`config.mk`:
```
export PLATFORM = sky130hd
export DESIGN_NAME = div_req_ctrl
export DESIGN_NICKNAME = d
export VERILOG_FILES = /design/src/rtl/div_req_ctrl.sv
export SDC_FILE = /design/constraint.sdc
export NUM_CORES = 1
export LEC_CHECK = 0
export ABC_AREA = 1
export CORE_ASPECT_RATIO = 0.75
export CORE_UTILIZATION = 45
export CTS_CLUSTER_DIAMETER = 60
export DETAILED_ROUTE_END_ITERATION = 7
export PLACE_DENSITY = 0.91
export RECOVER_POWER = 100
export REMOVE_ABC_BUFFERS = 1
export SYNTH_ARGS = -nofsm -noshare
export SYNTH_HDL_FRONTEND = slang
export SYNTH_SLANG_ARGS = --single-unit
```
`constraint.sdc`:
```
create_clock -name clock -period 4.2 [get_ports clock]
set_input_delay 0.84 -clock clock [delete_from_list [all_inputs] [get_ports clock]]
set_output_delay 0.84 -clock clock [all_outputs]
set_load 0.05 [all_outputs]
```
`src/rtl/div_req_ctrl.sv`:
```
// div_req_ctrl: issue-side divide controller with local handling of RISC-V divide special cases
module div_req_ctrl (
  input  logic        clock,
  input  logic        reset,
  input  logic        flush,
  input  logic        in_valid,
  output logic        in_ready,
  input  logic [1:0]  in_op,
  input  logic [31:0] in_a,
  input  logic [31:0] in_b,
  input  logic [4:0]  in_rd,
  output logic        div_in_valid,
  input  logic        div_in_ready,
  output logic        div_in_sign,
  output logic [31:0] div_in_a,
  output logic [31:0] div_in_b,
  output logic        div_flush,
  input  logic        div_out_valid,
  output logic        div_out_ready,
  input  logic [31:0] div_out_quot,
  input  logic [31:0] div_out_rem,
  output logic        out_valid,
  input  logic        out_ready,
  output logic [31:0] out_data,
  output logic [4:0]  out_rd
);
  typedef enum logic [1:0] {IDLE, ISSUE, WAIT, DONE} state_t;
  state_t state, state_nxt;
  logic rem_sel, accept, special, div_zero;
  logic [31:0] spec_res;
  assign div_flush = flush;
  assign accept    = (state == IDLE) & in_valid & ~flush;
  assign div_zero  = in_b == '0;
  assign special   = div_zero | (~in_op[0] & (in_a == 32'h8000_0000) & (in_b == 32'hFFFF_FFFF));
  assign spec_res  = div_zero ? (in_op[1] ? in_a : 32'hFFFF_FFFF) : (in_op[1] ? 32'h0 : 32'h8000_0000);
  // state register
  always_ff @(posedge clock or negedge reset)
    if (!reset) state <= IDLE;
    else state <= state_nxt;
  // next state: flush overrides every transition
  always_comb begin
    state_nxt = flush            ? IDLE :
                state == IDLE    ? (in_valid ? (special ? DONE : ISSUE) : IDLE) :
                state == ISSUE   ? (div_in_ready ? WAIT : ISSUE) :
                state == WAIT    ? (div_out_valid ? DONE : WAIT) :
                                   (out_ready ? IDLE : DONE);
  end
  // handshake outputs decoded purely from state
  always_comb begin
    in_ready      = state == IDLE;
    div_in_valid  = state == ISSUE;
    div_out_ready = state == WAIT;
    out_valid     = state == DONE;
  end
  // operand latch at accept; result from special-case logic or divider capture
  always_ff @(posedge clock or negedge reset)
    if (!reset) begin
      div_in_a    <= '0;
      div_in_b    <= '0;
      div_in_sign <= 1'b0;
      rem_sel     <= 1'b0;
      out_rd      <= '0;
      out_data    <= '0;
    end else if (accept) begin
      div_in_a    <= in_a;
      div_in_b    <= in_b;
      div_in_sign <= ~in_op[0];
      rem_sel     <= in_op[1];
      out_rd      <= in_rd;
      if (special) out_data <= spec_res;
    end else if (div_out_ready & div_out_valid & ~flush) begin
      out_data <= rem_sel ? div_out_rem : div_out_quot;
    end
endmodule

```
==> Yosys cells after proc, flatten, opt, wreduce, memory -nomap -nowiden <==
Cells that the tools add are included.
Widths: inputs -> output; s select.
{ "word_totals": {"register_bits": 105, "out_inout_bits": 107, "word_cells": 42} }
{ "op_classes": {"eq_ne": 6, "muxes": 16, "bitwise": 9, "reduce_logical": 4} }
{ "op_table": {"columns": ["op", "n"], "rows": [
  ["$mux 32", 7],
  ["$eq 32x32->1 const B", 2],
  ["$logic_not 32->1", 1],
  ["$mux 2", 8],
  ["$and 1x1->1", 6],
  ["$eq 2x2->1 const B", 2],
  ["$eq 2x1->1 const B", 1],
  ["$logic_not 2->1", 1],
  ["$ne 2x1->1 const B", 1],
  ["$not 1->1", 2],
  ["$reduce_and 2->1", 1],
  ["$reduce_bool 2->1", 1],
  ["$mux 1", 1],
  ["$or 1x1->1", 1]
]} }

==> Longest topological paths before layout <==
{ "depth": {"word_depth": 8, "ltp_mapped": 12} }

==> Least setup slack after synthesis <==
Ideal clock, no wire load.
{ "synth_timing": {"path_type": "register to register", "start": "reg state[1]", "end": "reg out_data[10]", "setup_ns": 0.119, "arrival_ns": 1.945, "required_time_ns": 4.081, "slack_ns": 2.136, "stages_incl_launch_ff": 9, "n_path_buf": 1, "synth_period_minus_slack_ns": 2.064, "path_cell_list": "dfrtp_1 -> inv_1 -> nor2_1 -> nand2_1 -> a21oi_2 -> nand2_1 -> buf_2 -> nand2_1 -> nand2_1"} }
{ "synth_between": {"elab_chain_len": 5, "elab_cells_between_ends": 10, "classes_between": "eq/ne: 2; mux: 1; bitwise: 4; reduce/logical: 3"} }
{ "synth_rtl": {"columns": ["element", "line_no", "text"], "rows": [
  ["start: declaration", "28", "state_t state, state_nxt;"],
  ["start signal: assignment", "39", "else state <= state_nxt;"],
  ["$eq 2x2->1", "52", "div_out_ready = state == WAIT;"],
  ["net div_out_ready", "19", "output logic div_out_ready,"],
  ["$and 1x1->1 (2 in a row)", "71", "end else if (div_out_ready & div_out_valid & ~flush) begin"],
  ["$reduce_bool 2->1 (no source line)", null, null],
  ["$reduce_and 2->1 (no source line)", null, null],
  ["end signal: assignment", "70", "if (special) out_data <= spec_res;"],
  ["end signal: assignment", "72", "out_data <= rem_sel ? div_out_rem : div_out_quot;"],
  ["end: declaration", "24", "output logic [31:0] out_data,"]
]} }
The timed path passes the listed nets, and every way through them passes these cells.
A chain may end at the register's enable or synchronous reset.

==> Worst setup path after layout <==
{ "layout_timing": {"start": "in flush", "end": "out div_flush"} }
{ "layout_rtl": {"columns": ["element", "line_no", "text"], "rows": [
  ["start: declaration", "5", "input logic flush,"],
  ["end: declaration", "17", "output logic div_flush,"]
]} }
No word-level cell between the ends.

==> flow_summary_export.csv <==
group,metric,value,unit
placement,place_congestion,0.807,
detailed_routing,drt_drc_violations_left,0,
synthesis,share_of_the_yosys_chip_area_belonging_to_registers,0.481,
die,die_height,97.4,um
cts,clock-root-buffer,"clkbuf_16",
sta,hold_violations,0,
synthesis,synth-seq-cells,105,
cts,cts_setup_buffers,0,
synthesis,synth.distinct_cells,25,
cts,cts_tree,"yes",
setup_path,timing.critical_path.mode_cell,"dlygate4sd3_1",
layout,finalCoreUtilization,0.704,
sta,finalCriticalPeriod,3.38,ns
synthesis,post_synth_main_area_contributors,"dfrtp_1 (48%), nand2_1 (18%), nor2_1 (7.3%)",
die,fp.dieW,129,um
sta,clock.fmax,296,MHz
detailed_routing,antenna_left,0,
setup_path,timing.critical_path.to_type,"primary output",
synthesis,synth-warning-count,0,
die,placeableCoreArea,11700,sq um
placement,numPlacedInstances,1106,
setup_path,rr_endpoint,"out_data[4]",
layout,stdcell_count,1121,
sta,setup_repair_after_global_routing_missed_its_margin,"false",
detailed_routing,vias_per_cell,5.04,
synthesis,synth_area_per_cell,7.48,sq um
grt,grt_start_max_net_pins,83,
grt,antenna_violations_before_repair,0,
power,vdd_ir_drop_max,0.293,mV
setup_path,cpLargestDelayFamily,"buffers and inverters",
grt,grt_first_pass_wirelength,28000,um
outcome,run_status,"finished with violations",
hold_path,min_to,"out_data[13]",
placement,placement.cell_area,8030,sq um
die,io-pin-count,249,
cts,cts_repair_resize_count,0,
synthesis,synth.cell_area,5460,sq um
placement,place_hpwl,12400,um
cts,number_of_buffers_between_clock_root_and_the_deepest_sink,2,
setup_path,critical_path.startpoint_type,"input port",
outcome,violated_checks,"max-capacitance violations, max-slew violations",
run,timing.max_cap.violations,1,
detailed_routing,dr_total_vias,5647,
synthesis,synth_cells,730,
hold_path,holdPathStages,2,
detailed_routing,routed_wire_per_std_cell,15.6,um
sta,final_setup_tns,0,ns
setup_path,arrival,2.54,ns
setup_path,slowest_stage,"dlygate4sd3_1",
setup_path,worstRegToRegCells,10,
layout,design_area,8240,sq um
setup_path,r2r_slack,1.41,ns
cts,cts_hold_repair.buffers,0,
detailed_routing,routed_wl,17500,um
cts,cts_num_sinks,105,
cts,clk-insertion-delay-late,0.34,ns
sta,maxSlewHeadroom,-0.936,
detailed_routing,drt-initial-drc-count,386,
sta,worstMarginPinSlew,2.90,ns
synthesis,synth_largest_type_area_fraction,0.481,
cts,cts_htree_levels,3,
synthesis,synth_top_cell_by_area,"dfrtp_1",
placement,placement.io_buffers,248,
sta,final.period_utilization,0.806,
power,p_leak,3.99,nW
layout,commonest_non_fill_non_tap_cell_in_the_layout,"nand2_1",
layout,layout_common_cells,"nand2_1 (268), clkdlybuf4s50_1 (136), dlygate4sd3_1 (110)",
setup_path,critical_path_cell_by_cell,"dlygate4sd3_1, dlygate4sd3_1",
setup_path,crit_path_max_incr_delay,0.93,ns
sta,final_max_slew_viol_count,52,
layout,area_overhead_vs_synth,51.0,%
setup_path,worstPathRequired,3.36,ns
die,row_count,34,
setup_path,critical_path.n_buffers_inverters,2,
layout,antenna_cells,0,
cts,clkTransAtPathRegs,0.06,ns
detailed_routing,firstDrtPassIters,4,
setup_path,cp_max_fo,5,
sta,setup_violations_final,0,
power,power_density_relative_to_cell_area,591,nW/um^2
grt,first_global_vias,5590,
grt,grt_overflow_total,0,
hold_path,min-delay-path-class,"reg -> reg",
sta,timing.hold.ws,0.466,ns
layout,final_layout_size_suffix_gt1_frac,0.0365,
layout,num-nets-final,1097,
sta,timing.clock.skew,0.00877,ns
die,floorplan.die_area,12600,sq um
setup_path,r2r-start,"state[1]",
setup_path,setup.worst_path.class,"in -> out",
hold_path,holdCritStartpoint,"out_data[13]",
cts,cts-buffers-inserted,9,
die,floorplan.initialDensity,0.467,
grt,grt.total_usage,0.288,
-- where the power goes --
part           switching, mW  internal, mW  total (mW)
Sequential             0.164          1.32        1.49
Combinational           1.74         0.728        2.46
Clock                  0.376         0.539       0.915
Total                   2.28          2.59        4.87
-- cell type report --
type / count / area (sq um)
Clock inverter: 4 / 76.3
Clock buffer: 11 / 243
Inverter: 51 / 193
Multi-Input combinational cell: 530 / 2330
Timing Repair Buffer: 258 / 2570
Tap cell: 162 / 203
Sequential cell: 105 / 2630
Fill cell: 940 / 3460
-- per-layer routing --
layer / vias to the layer above / routed length (um) / GRT usage / part of all wire
met1: 2626 / 7520 / 0.370 / 0.43
met5: - / 0 / 0 / 0
met4: 0 / 257 / 0.0769 / 0.015
met2: 236 / 8280 / 0.478 / 0.47
li1: 2765 / - / - / -
met3: 20 / 1440 / 0.0732 / 0.082
-- synthesized netlist by cell type, drive strengths merged --
master / instances
a21oi: 34
a41oi: 1
buf: 26
clkbuf: 18
dfrtp: 105
inv: 51
nand2: 269
nand3: 38
nand3b: 1
nand4: 2
nor2: 109
nor3: 3
o21ai: 41
o31ai: 31
or2: 1
-- per-stage QoR --
step                worst slack [ns]  power (mW)
floorplan                       1.06        3.08
global placement               0.965        4.07
detailed placement             0.943        4.11
CTS                            0.937        5.03
global route                   0.523        5.10
finish                         0.817        4.87
-- cell families (layout without fill, tap and decap cells) --
logic type / Yosys count / in the layout / synth area share
flip-flops: 105 / 105 / 0.481
AND/OR/NAND/NOR: 423 / 423 / 0.310
AO/OA/AOI/OAI: 107 / 107 / 0.133
buffers and inverters: 95 / 324 / 0.0754
-- worst max path at each step --
stage | cells after the start | endpoint | slack, ns | startpoint
5_1_grt | 1 | out_data[22] | 0.52 | reset
3_5_place_dp | 2 | div_flush | 0.94 | flush
6_report | 2 | div_flush | 0.82 | flush
4_1_cts | 2 | div_flush | 0.94 | flush
3_3_place_gp | 2 | div_flush | 0.96 | flush
2_1_floorplan | 7 | out_data[0] | 1.06 | state[1]
-- state kept, by name, summed over array words and instances (netlist names) --
| signal | cells |
|---|---|
| div_in_sign | 1 |
| state | 2 |
| out_rd | 5 |
| out_data | 32 |
| div_in_a | 32 |
| div_in_b | 32 |
| rem_sel | 1 |
No activity file was read; power rests on OpenSTA's default activity.
